==> config.mk <==
export PLATFORM = sky130hd
export DESIGN_NAME = frame_buffer_scheduler
export DESIGN_NICKNAME = d
export VERILOG_FILES = /design/src/rtl/fb_sched_pkg.sv /design/src/rtl/frame_buffer_scheduler_sync.sv /design/src/rtl/frame_buffer_scheduler.sv
export SDC_FILE = /design/constraint.sdc
export NUM_CORES = 1
export LEC_CHECK = 0
export CORE_MARGIN = 3
export CORE_UTILIZATION = 45
export DETAILED_ROUTE_END_ITERATION = 7
export PLACE_DENSITY = 0.71
export SLEW_MARGIN = 25
export SYNTH_ARGS = -nofsm -noshare
export SYNTH_HDL_FRONTEND = slang
export SYNTH_HIERARCHICAL = 1
export SYNTH_SLANG_ARGS = --single-unit
==> constraint.sdc <==
create_clock -name clk -period 4 [get_ports clk]
set_input_delay 1 -clock clk [delete_from_list [all_inputs] [get_ports clk]]
set_output_delay 1 -clock clk [all_outputs]
set_load 0.01 [all_outputs]
==> src/rtl/fb_sched_pkg.sv <==
// Shared constants and state encoding for the board frame-buffer ping-pong scheduler.
package fb_sched_pkg;

    localparam int N              = 32;
    localparam int CELLS          = N * N;
    localparam int ADDR_W         = $clog2(CELLS);
    localparam int SYNC_STAGES    = 2;
    localparam int TIMEOUT_CYCLES = 1000000;
    localparam int WD_W           = $clog2(TIMEOUT_CYCLES);

    // Byte count value meaning "frame complete"; one bit wider than the address.
    localparam logic [ADDR_W:0] FULL_CNT = (ADDR_W + 1)'(CELLS);

    typedef enum logic [1:0] {
        IDLE,
        LOAD,
        PENDING,
        SWAP
    } state_t;

    localparam logic [7:0] CELL_SPACE   = 8'd32;
    localparam logic [7:0] CELL_BLOCK   = 8'd35;
    localparam logic [7:0] CELL_FALLING = 8'd70;

endpackage

==> src/rtl/frame_buffer_scheduler_sync.sv <==
// Synchronizer for the MCU load level with single-cycle rise/fall event outputs.
module level_sync #(
    parameter int SYNC_STAGES = 2
) (
    input  logic clk,
    input  logic reset,
    input  logic i_async,
    output logic o_rise,
    output logic o_fall
);

    logic [SYNC_STAGES-1:0] r_sync;
    logic                   r_prev;

    always_ff @(posedge clk or posedge reset) begin
        if (reset) begin
            r_sync <= '0;
            r_prev <= 1'b0;
        end else begin
            r_sync <= {r_sync[SYNC_STAGES-2:0], i_async};
            r_prev <= r_sync[SYNC_STAGES-1];
        end
    end

    assign o_rise = r_sync[SYNC_STAGES-1] & ~r_prev;
    assign o_fall = ~r_sync[SYNC_STAGES-1] & r_prev;

endmodule

==> src/rtl/frame_buffer_scheduler.sv <==
// Ping-pong bank scheduler between the SPI board writer and the LED matrix scanner.
// Optional idle-write watchdog enabled by defining FRAME_TIMEOUT_EN.
module frame_buffer_scheduler
    import fb_sched_pkg::*;
(
    input  logic              clk,
    input  logic              reset,
    input  logic              load_async,
    input  logic              wr_valid,
    input  logic [7:0]        wr_data,
    input  logic              scan_frame_done,
    input  logic              err_clr,
    output logic              wr_en,
    output logic [ADDR_W-1:0] wr_addr,
    output logic [7:0]        wr_byte,
    output logic              wr_bank,
    output logic              rd_bank,
    output logic              swap_pulse,
    output logic              busy,
    output logic              short_frame,
    output logic              overrun,
    output logic [7:0]        drop_cnt
);

    state_t            r_state;
    state_t            w_state_nxt;
    logic [ADDR_W:0]   r_count;
    logic [ADDR_W:0]   w_count_nxt;
    logic              r_wr_en;
    logic [ADDR_W-1:0] r_wr_addr;
    logic [7:0]        r_wr_byte;
    logic              r_rd_bank;
    logic              r_swap;
    logic              r_short;
    logic              r_overrun;
    logic [7:0]        r_drop;

    logic              w_rise;
    logic              w_fall;
    logic              w_wen_nxt;
    logic [ADDR_W-1:0] w_addr_nxt;
    logic [7:0]        w_byte_nxt;
    logic              w_swap_nxt;
    logic              w_short_set;
    logic              w_ovr_set;
    logic              w_drop_inc;
    logic              w_timeout;

    level_sync #(.SYNC_STAGES(SYNC_STAGES)) u_load_sync (
        .clk     (clk),
        .reset   (reset),
        .i_async (load_async),
        .o_rise  (w_rise),
        .o_fall  (w_fall)
    );

`ifdef FRAME_TIMEOUT_EN
    logic [WD_W-1:0] r_wd;

    // Counts idle cycles within LOAD; any received byte restarts the window.
    always_ff @(posedge clk or posedge reset) begin
        if (reset) begin
            r_wd <= '0;
        end else if (r_state != LOAD || wr_valid) begin
            r_wd <= '0;
        end else if (!w_timeout) begin
            r_wd <= r_wd + 1'b1;
        end
    end

    assign w_timeout = (r_state == LOAD) && !wr_valid && (r_wd == WD_W'(TIMEOUT_CYCLES - 1));
`else
    assign w_timeout = 1'b0;
`endif

    always_comb begin
        w_state_nxt = r_state;
        w_count_nxt = r_count;
        w_wen_nxt   = 1'b0;
        w_addr_nxt  = r_wr_addr;
        w_byte_nxt  = r_wr_byte;
        w_swap_nxt  = 1'b0;
        w_short_set = 1'b0;
        w_ovr_set   = 1'b0;
        w_drop_inc  = 1'b0;
        case (r_state)
            IDLE: begin
                w_ovr_set = wr_valid;
                if (w_rise) begin
                    w_state_nxt = LOAD;
                    w_count_nxt = '0;
                end
            end
            LOAD: begin
                if (w_timeout) begin
                    w_state_nxt = IDLE;
                    w_short_set = 1'b1;
                end else begin
                    if (wr_valid) begin
                        if (r_count != FULL_CNT) begin
                            w_wen_nxt   = 1'b1;
                            w_addr_nxt  = r_count[ADDR_W-1:0];
                            w_byte_nxt  = wr_data;
                            w_count_nxt = r_count + 1'b1;
                        end else begin
                            w_ovr_set = 1'b1;
                        end
                    end
                    // A byte arriving with the fall still counts toward completeness.
                    if (w_fall) begin
                        if (w_count_nxt == FULL_CNT) begin
                            w_state_nxt = PENDING;
                        end else begin
                            w_state_nxt = IDLE;
                            w_short_set = 1'b1;
                        end
                    end
                end
            end
            PENDING: begin
                w_ovr_set = wr_valid;
                if (w_rise) begin
                    w_state_nxt = LOAD;
                    w_count_nxt = '0;
                    w_drop_inc  = 1'b1;
                end else if (scan_frame_done) begin
                    w_state_nxt = SWAP;
                    w_swap_nxt  = 1'b1;
                end
            end
            SWAP: begin
                w_ovr_set   = wr_valid;
                w_state_nxt = IDLE;
            end
            default: begin
                w_state_nxt = IDLE;
            end
        endcase
    end

    // Banks flip on the edge entering SWAP, so swap_pulse and the new banks appear together.
    always_ff @(posedge clk or posedge reset) begin
        if (reset) begin
            r_state   <= IDLE;
            r_count   <= '0;
            r_wr_en   <= 1'b0;
            r_wr_addr <= '0;
            r_wr_byte <= '0;
            r_rd_bank <= 1'b0;
            r_swap    <= 1'b0;
            r_short   <= 1'b0;
            r_overrun <= 1'b0;
            r_drop    <= '0;
        end else begin
            r_state   <= w_state_nxt;
            r_count   <= w_count_nxt;
            r_wr_en   <= w_wen_nxt;
            r_wr_addr <= w_addr_nxt;
            r_wr_byte <= w_byte_nxt;
            r_rd_bank <= r_rd_bank ^ w_swap_nxt;
            r_swap    <= w_swap_nxt;
            if (w_short_set) begin
                r_short <= 1'b1;
            end else if (err_clr) begin
                r_short <= 1'b0;
            end
            if (w_ovr_set) begin
                r_overrun <= 1'b1;
            end else if (err_clr) begin
                r_overrun <= 1'b0;
            end
            if (w_drop_inc && r_drop != 8'hFF) begin
                r_drop <= r_drop + 1'b1;
            end
        end
    end

    assign wr_en       = r_wr_en;
    assign wr_addr     = r_wr_addr;
    assign wr_byte     = r_wr_byte;
    assign rd_bank     = r_rd_bank;
    assign wr_bank     = ~r_rd_bank;
    assign swap_pulse  = r_swap;
    assign busy        = (r_state == LOAD) || (r_state == PENDING);
    assign short_frame = r_short;
    assign overrun     = r_overrun;
    assign drop_cnt    = r_drop;

endmodule
==> Yosys cells after proc, flatten, opt, wreduce, memory -nomap -nowiden <==
Index checks and enable logic that the tools add are counted.
{ "totals": {"ff_bits": 47, "latchBits": 0, "mem_bits_rw": 0, "rom_bits": 0, "memories": 0} }
{ "classes": {"add_sub_neg": 2, "multipliers": 0, "div_mod_pow": 0, "n_lt_le_gt_ge": 0, "eq_ne": 10, "shift": 0, "mux": 28, "n_bitwise": 6, "n_reduce_logical": 11} }
{ "ops": {"columns": ["operator", "n"], "rows": [
  ["$mux 11", 4],
  ["$pmux 11 s2", 1],
  ["$mux 1", 16],
  ["$add 11x1->11 const B", 1],
  ["$eq 11x11->1 const B", 1],
  ["$ne 11x11->1 const B", 1],
  ["$mux 2", 5],
  ["$add 8x1->8 const B", 1],
  ["$ne 8x8->1 const B", 1],
  ["$pmux 2 s4", 1],
  ["$ne 2x1->1 const B", 3],
  ["$reduce_and 3->1", 2],
  ["$reduce_bool 2->1", 3],
  ["$eq 2x2->1 const B", 2],
  ["$ne 3x2->1 const B", 1],
  ["$not 1->1", 3],
  ["$reduce_or 3->1", 1],
  ["$and 1x1->1", 2],
  ["$eq 2x1->1 const B", 1],
  ["$logic_not 2->1", 1],
  ["$pmux 1 s2", 1],
  ["$reduce_and 2->1", 1],
  ["$reduce_or 2->1", 1],
  ["$logic_and 1x1->1", 1],
  ["other kinds (2)", 2]
]} }

==> Depth between registers and ports, before layout <==
Gate-level depths: netlist of the first run.
{ "depth": {"depth_word": 9, "ltp_mapped": 8, "depth_no_buf": 7} }

==> By module <==
Netlist of the first run, hierarchy kept.
{ "modules_own_cells": {"columns": ["mod", "n_inst", "cells_per_inst", "area_per_inst_um2", "seq_area_each_um2"], "rows": [
  ["frame_buffer_scheduler", 1, 197, 2229.6, 1101.1],
  ["level_sync", 1, 6, 93.8, 75.1]
]} }

==> Worst setup path before layout of the first run <==
No wires, ideal clock.
{ "synth_path": {"path_type": "input -> register", "from": "in wr_valid", "to": "reg r_short (netlist: short_frame)", "setup_time_ps": 138, "t_arrival_ps": 1964, "required_ps": 3862, "setup_slack_ps": 1898, "stages": 5, "path_cell_list": "nand2_1 -> nor4_2 -> xnor2_1 -> a2111oi_4 -> o22ai_1"} }
{ "synth_between": {"elab_chain_len": 7} }
{ "synth_rtl": {"columns": ["element", "line_no", "text"], "rows": [
  ["start: declaration", "frame_buffer_scheduler.sv:9", "input logic wr_valid,"],
  ["$mux 11 (*)", "frame_buffer_scheduler.sv:99", "if (wr_valid) begin"],
  ["$mux 11 (*)", "frame_buffer_scheduler.sv:86", "case (r_state)"],
  ["$eq 11x11->1 (*)", "frame_buffer_scheduler.sv:111", "if (w_count_nxt == FULL_CNT) begin"],
  ["$mux 1 (*)", "frame_buffer_scheduler.sv:111", null],
  ["$mux 1 (*)", "frame_buffer_scheduler.sv:110", "if (w_fall) begin"],
  ["$mux 1 (*)", "frame_buffer_scheduler.sv:86", null],
  ["$mux 1 or $reduce_bool 2->1 (tied branches)", null, null],
  ["end signal: assignment", "frame_buffer_scheduler.sv:151", "r_short <= 1'b0;"],
  ["end signal: assignment", "frame_buffer_scheduler.sv:163", "r_short <= 1'b1;"],
  ["end signal: assignment", "frame_buffer_scheduler.sv:165", "r_short <= 1'b0;"],
  ["end: declaration", "frame_buffer_scheduler.sv:34", "logic r_short;"]
]} }
Every way passes the cells marked *; elsewhere a longest branch is shown, timed or not. The select of a mux whose other input is x is not followed.
A chain may end at the register's enable or synchronous reset.

==> Worst setup path in the final report of the first run <==
{ "layout_path": {"from": "in wr_valid", "to": "reg r_wr_addr[5] (netlist: wr_addr[5])"} }
{ "layout_between": {"elab_chain_len": 1} }
{ "layout_rtl": {"columns": ["element", "line_no", "text"], "rows": [
  ["$reduce_and 3->1 (no line)", null, null],
  ["end signal: assignment", "frame_buffer_scheduler.sv:158", "r_wr_addr <= w_addr_nxt;"],
  ["end: declaration", "frame_buffer_scheduler.sv:30", "logic [ADDR_W-1:0] r_wr_addr;"]
]} }
No other way between the ends.

==> metrics.md, run 1 <==
| Metric | Value |
|---|---|
| Share of layout cells above drive strength 1 | `~17%` |
| Vias after detailed routing | `between 1500 and 2000` |
| WL per Instance | `between 10 and 15 um` |
| Vias per Instance | `~5.4` |
| Commonest cells in the synthesized netlist | `47 x dfrtp_1, 17 x mux2_2, 16 x o21ai_0` |
| Antenna diodes | `0` |
| Synth Register Bits | `47` |
| Ys async rst share | `100%` |
| FF+latch area | `about 0.0012 mm2` |
| Worst Path Max Fanout | `21` |
| Die area | `roughly 0.0061 mm2` |
| TritonCTS Sinks | `47` |
| Top cells by area, synth | `dfrtp_1 51%, mux2_2 8.2%, ha_1 3.8%, o21ai_0 3.4%, xnor2_1 2.6%` |
| Syn Inst Count | `between 200 and 250` |
| IR Drop Worst-Case VDD | `roughly 330 uV` |
| Wirelength, routed | `between 4000 and 5000 um` |
| Sequential area share after synthesis | `roughly half` |
| Syn Nets | `224` |
| H-Tree Depth | `2` |
| Post-DP Area | `roughly 0.0028 mm2` |
| Critical setup path kind | `primary input to flip-flop` |
| Skew final | `a little under 7 ps` |
| Fmax | `approximately 0.37 GHz` |
| Arr. time, crit path | `between 2000 and 3000 ps` |
| Setup-failing EPs final | `0` |
| Pre-CTS WS | `roughly 970 ps` |
| Most common cell in the netlist | `dfrtp_1` |
| Antenna violations before repair | `0` |
| RSZ-0062 raised after global routing | `no` |
| Number of setup buffers added after CTS | `0` |
| First-pass GRT wire length | `a little over 8000 um` |
| Clock buffer depth | `2` |
| Syn. warnings | `6` |
| Multi-input gate area | `about 0.0010 mm2` |
| Antenna Nets Post-Route | `0` |
| Worst-path clk slew | `about 90 ps` |
| Total GRT Usage | `16.8%` |
| TritonCTS clock tree | `yes` |
| Net count, final | `around 270` |
| Worst Path Required | `approximately 4200 ps` |
| Synth top area share | `~50%` |
| Vias in the first global route | `1719` |
| CTS Buf Count | `5` |
| Final worst path period need | `2700 ps` |
| Placed wire-length estimate | `3280 um` |
| Final Cycle Share | `about 68%` |
| Root buf cell | `clkbuf_8` |
| Setup ws final | `between 1000 and 1500 ps` |
| Post-synth EDFFs | `0` |
| P_leak | `1.29 nW` |
| Die Y | `approximately 78 um` |
| Area Overhead vs Synth | `25.7%` |
| Syn avg cell area | `between 10 and 15 um2` |
| Initial DRT Pass Iterations | `4` |
| Crit-path leading delay family | `buffers and inverters` |
| Max-cap viol count | `0` |
| Initial cell density of the core | `a little under half` |
| Fillers | `430` |
| Post-CTS Hold Buffers | `0` |
| Worst-Skew Late Latency | `between 300 and 400 ps` |
| Crit end category | `flip-flop` |
| Residual DRC | `0` |
| Post-CTS Resized | `0` |
| Final hold vios | `0` |
| Total power density per cell area | `about 550 mW/mm2` |
| Drt initial violations | `roughly 110` |
| IO Pins | `47` |
| Critical path buffers and inverters | `2` |
| Actual slew at the worst max-slew pin | `between 700 and 800 ps` |
| Post-Syn Area | `between 0.002 and 0.0025 mm2` |
| Largest net degree at the start of global routing | `28` |
| Final global-route overflow total | `0` |
| Max Slew Vio Count | `0` |
| Port Buffer Count | `46` |
| Critical-path cell list | `clkdlybuf4s50_1 -> inv_1 -> a31oi_2 -> nand2_1 -> mux2_2` |
| Dominant synthesized flop cell | `dfrtp_1` |
| Die X | `77.9 um` |
| CORE AREA | `0.00485 mm2` |
| Rows | `25` |
| Startpoint types | `primary input` |
| Yosys cell types | `52` |
| Run status | `finished, final reports clean` |
| Worst hold path type | `flip-flop to flip-flop` |
| Setup TNS | `0 ps` |
| RD Place Congestion | `just over 0.8` |
| Worst path slowest cell | `clkdlybuf4s50_1` |
| Final instance area | `0.00292 mm2` |
| Leading area contributor after synthesis | `dfrtp_1` |
| Relative slew slack | `approximately 48%` |
| Critical Path Max Stage Delay | `roughly 570 ps` |
## worst paths after layout
path,to,cells past startpoint,from,slack (ps)
min in group asynchronous,u_load_sync/r_sync[0]$_DFF_PP0_,2,reset,900
max reg2reg,wr_addr[5]$_DFFE_PP0P_,6,r_count[0]$_DFFE_PP0P_,1690
min,u_load_sync/r_sync[1]$_DFF_PP0_,0,u_load_sync/r_sync[0]$_DFF_PP0_,360
max,wr_addr[5]$_DFFE_PP0P_,5,wr_valid,1300
max in group asynchronous,wr_byte[3]$_DFFE_PP0P_,3,reset,2260
min reg2reg,u_load_sync/r_sync[1]$_DFF_PP0_,0,u_load_sync/r_sync[0]$_DFF_PP0_,360
## cells by family after synthesis
family                   count (synthesis)  share of synthesized area (%)
adder cells (fa/ha/maj)                  7                           3.77
AO/OA/AOI/OAI                           41                           13.5
XOR/XNOR                                11                           4.15
flip-flops                              47                           50.6
multiplexers                            17                           8.24
buffers and inverters                   22                           4.36
AND/OR/NAND/NOR                         58                           15.3
## registers in the layout, summed over array words and instances, names as in the netlist
register and cells:
r_count 11, wr_addr 10, drop_cnt 8, wr_byte 8, r_state 2, u_load_sync/r_sync 2, overrun 1, rd_bank 1
short_frame 1, swap_pulse 1, u_load_sync/r_prev 1, wr_en 1
## worst reg2reg max path, delay by kind of cell, from the launching register on
family	cells	cell delay [ps]
adder cells (fa/ha/maj)	1	200
flip-flops	1	470
multiplexers	1	470
buffers and inverters	1	80
AND/OR/NAND/NOR	2	730
AO/OA/AOI/OAI	1	230
## final cells by class
class | instances | share of cell area (%)
well taps | 67 | 2.87
repair buffers | 47 | 16.0
clock buffers | 5 | 2.36
clock inverters | 3 | 0.771
multi-input cells | 134 | 35.8
inverters | 15 | 1.93
flip-flops and latches | 47 | 40.3
## routing by layer
metal / vias up / part of all wire (%) / GRT usage, %
li1: 822 / - / -
met1: 832 / 45 / 21.6
met2: 47 / 48 / 26.9
met3: 6 / 5.3 / 4.52
met4: 0 / 1.6 / 6.41
met5: - / 0 / 0
## metrics by stage
stage	total power, mW	std cells	hold slack, ps	utilization (%)
final	1.60	318	362	60.3
after global routing	1.72	318	380	60.3
after CTS	1.62	318	369	60.3
after detailed placement	1.32	310	341	58.4
after global placement	1.31	310	343	58.4
after floorplan	1.05	203	331	-
## where the power goes
group | switching [mW] | leakage (nW) | internal (mW) | total, mW
Sequential | 0.0760 | 0.618 | 0.576 | 0.652
Combinational | 0.314 | 0.622 | 0.340 | 0.654
Clock | 0.172 | 0.0489 | 0.127 | 0.298
## cells in the final DEF, fill, tap and decap left out, drive strengths merged, types with 2 or more instances in the layout
master / n
a21oi: 3
a31oi: 2
a41oi: 2
and2: 2
and2b: 3
and3: 5
and4: 3
clkbuf: 5
clkdlybuf4s50: 46
dfrtp: 47
ha: 7
inv: 17
mux2: 17
nand2: 15
nand3: 5
nand4: 6
nor2: 8
nor3: 3
o21ai: 16
o31ai: 3
o32a: 2
or3: 2
xnor2: 7
xor2: 4
Note: power is estimated with default switching activity, not from simulation.
==> run 2, diff against run 1 <==
Settings changed: PLACE_DENSITY 0.71 to 0.74.
Clock period 4 ns to 2.3 ns, I/O delays scaled along.
==> metrics.md, run 2 (same netlist as run 1, synthesis figures left out) <==
| Metric | Value |
|---|---|
| Final Cycle Share | `between 90 and 100%` |
| Worst Path Required | `1730 ps (was 4190 ps)` |
| Leading cell type in the layout, fill and taps excluded | `dfrtp_1 (unchanged)` |
| Vias after detailed routing | `1758 (was 1707)` |
| Post-CTS Hold Buffers | `0 (unchanged)` |
| Drt initial violations | `90 (was 108)` |
| Startpoint types | `flip-flop (was primary input)` |
| Max FFs per register | `11 (unchanged)` |
| Critical path buffers and inverters | `2 (unchanged)` |
| Post-CTS Resized | `0 (unchanged)` |
| Critical Path Max Stage Delay | `530 ps (was 570 ps)` |
| Final worst path period need | `around 2200 ps` |
| Root buf cell | `clkbuf_8 (unchanged)` |
| Skew final | `13.7 ps (was 6.93 ps)` |
| Setup-failing EPs final | `0 (unchanged)` |
| Total GRT Usage | `17.2% (was 16.8%)` |
| Die Y | `77.9 um (unchanged)` |
| Antenna violations before repair | `0 (unchanged)` |
| Relative slew slack | `60.5% (was 47.8%)` |
| CTS Buf Count | `5 (unchanged)` |
| Max-cap viol count | `0 (unchanged)` |
| Wirelength, routed | `4670 um (was 4590 um)` |
| TritonCTS clock tree | `yes (unchanged)` |
| Most flops, register | `r_count (unchanged)` |
| Die X | `77.9 um (unchanged)` |
| P_leak | `1.36 nW (was 1.29 nW)` |
| IR Drop Worst-Case VDD | `506 uV (was 328 uV)` |
| Antenna diodes | `0 (unchanged)` |
| Rows | `25 (unchanged)` |
| Critical setup path kind | `flip-flop to output port (was primary input to flip-flop)` |
| Worst-path clk slew | `90 ps (about the same)` |
| Port Buffer Count | `46 (unchanged)` |
| Run status | `finished, final reports clean (unchanged)` |
| Area Overhead vs Synth | `30.7% (was 25.7%)` |
| WL per Instance | `14.2 um (was 14.4 um)` |
| Antenna Nets Post-Route | `0 (unchanged)` |
| TritonCTS Sinks | `47 (unchanged)` |
| Net count, final | `283 (was 271)` |
| Vias per Instance | `5.33 (was 5.37)` |
| Crit end category | `output port (was flip-flop)` |
| H-Tree Depth | `2 (unchanged)` |
| FF+latch area | `0.00118 mm2 (unchanged)` |
| RD Place Congestion | `0.834 (was 0.812)` |
| Die area | `0.00606 mm2 (unchanged)` |
| Max Slew Vio Count | `0 (unchanged)` |
| Number of setup buffers added after CTS | `0 (unchanged)` |
| Initial DRT Pass Iterations | `4 (unchanged)` |
| Vias in the first global route | `1816 (was 1719)` |
| Clock buffer depth | `2 (unchanged)` |
| Setup TNS | `0 ps (unchanged)` |
| Crit-path leading delay family | `buffers and inverters (unchanged)` |
| Pre-CTS WS | `-50.3 ps (was 972 ps)` |
| Worst path slowest cell | `clkdlybuf4s50_1 (unchanged)` |
| Arr. time, crit path | `1600 ps (was 2900 ps)` |
| Multi-input gate area | `0.00105 mm2 (unchanged)` |
| Critical-path cell list | `inv_1 -> ha_1 -> clkdlybuf4s50_1 (was clkdlybuf4s50_1 -> inv_1 -> a31oi_2 -> nand2_1 -> mux2_2)` |
| Final global-route overflow total | `0 (unchanged)` |
| CORE AREA | `0.00485 mm2 (unchanged)` |
| RSZ-0062 raised after global routing | `no (unchanged)` |
| Actual slew at the worst max-slew pin | `589 ps (was 782 ps)` |
| Final instance area | `0.00304 mm2 (was 0.00292 mm2)` |
| Worst-Skew Late Latency | `310 ps (about the same)` |
| Worst Path Max Fanout | `4 (was 21)` |
| IO Pins | `47 (unchanged)` |
| First-pass GRT wire length | `8320 um (was 8050 um)` |
| PnR Total Power | `2.83 mW (was 1.60 mW)` |
| Residual DRC | `0 (unchanged)` |
| Largest net degree at the start of global routing | `32 (was 28)` |
| Fillers | `415 (was 430)` |
| Final hold vios | `0 (unchanged)` |
| Post-DP Area | `0.00295 mm2 (was 0.00283 mm2)` |
| Initial cell density of the core | `47.9% (unchanged)` |
| Fmax | `0.459 GHz` |
| Placed wire-length estimate | `3320 um (was 3280 um)` |
| Setup ws final | `121 ps (was 1300 ps)` |
| Total power density per cell area | `933 mW/mm2 (was 549 mW/mm2)` |
| Share of layout cells above drive strength 1 | `20.5% (was 17.1%)` |
| Most frequent cells in the layout | `47 x dfrtp_1, 46 x clkdlybuf4s50_1, 17 x mux2_2 (unchanged)` |
| Worst hold path type | `flip-flop to flip-flop (unchanged)` |
## run 2: changes by cell type in the layout (fill, tap and decap cells not counted), sizes merged
cell and change:
buf +12, clkinv +2, inv -2
## run 2: area by class of cell
cell class	count	share of cell area, %
sequential	47	38.7
clock buffer	5	2.27
multi-input combinational	134	34.4
inverter	15	1.85
clock inverter	3	0.742
timing repair buffer	59	19.2
tap	67	2.76
## run 2: path summary, 6_finish.rpt
kind | startpoint | cells after the start | to | slack (ps)
max reg2reg | r_count[9]$_DFFE_PP0P_ | 5 | short_frame$_DFFE_PP0P_ | 250
max | r_state[0]$_DFFE_PP0P_ | 3 | busy | 120
min in group asynchronous | reset | 2 | u_load_sync/r_prev$_DFF_PP0_ | 460
min reg2reg | u_load_sync/r_sync[0]$_DFF_PP0_ | 0 | u_load_sync/r_sync[1]$_DFF_PP0_ | 360
max in group asynchronous | reset | 3 | wr_addr[9]$_DFFE_PP0P_ | 1210
min | u_load_sync/r_sync[0]$_DFF_PP0_ | 0 | u_load_sync/r_sync[1]$_DFF_PP0_ | 360
## run 2: power breakdown
part           internal [mW]  total (mW)  leakage [nW]  switching (mW)
Sequential              1.00        1.13         0.618           0.130
Combinational          0.635        1.19         0.691           0.558
Clock                  0.218       0.507        0.0485           0.290
Total                   1.85        2.83          1.36           0.978
## run 2: metrics by stage
step / instances / utilization (%) / hold slack, ps
detailed placement: 322 / 60.7 / 338
global placement: 322 / 60.7 / 350
floorplan: 203 / - / 329
global route: 330 / 62.6 / 385
CTS: 330 / 62.6 / 369
finish: 330 / 62.6 / 362
## run 2: per-layer routing
metal	global-route usage, %	share of wire (%)	vias up	wire length (um)
met5	0	0	-	0
met4	8.54	2.0	0	93
met3	3.83	5.9	7	277
met2	27.0	46	59	2150
met1	22.2	46	852	2150
li1	-	-	840	-
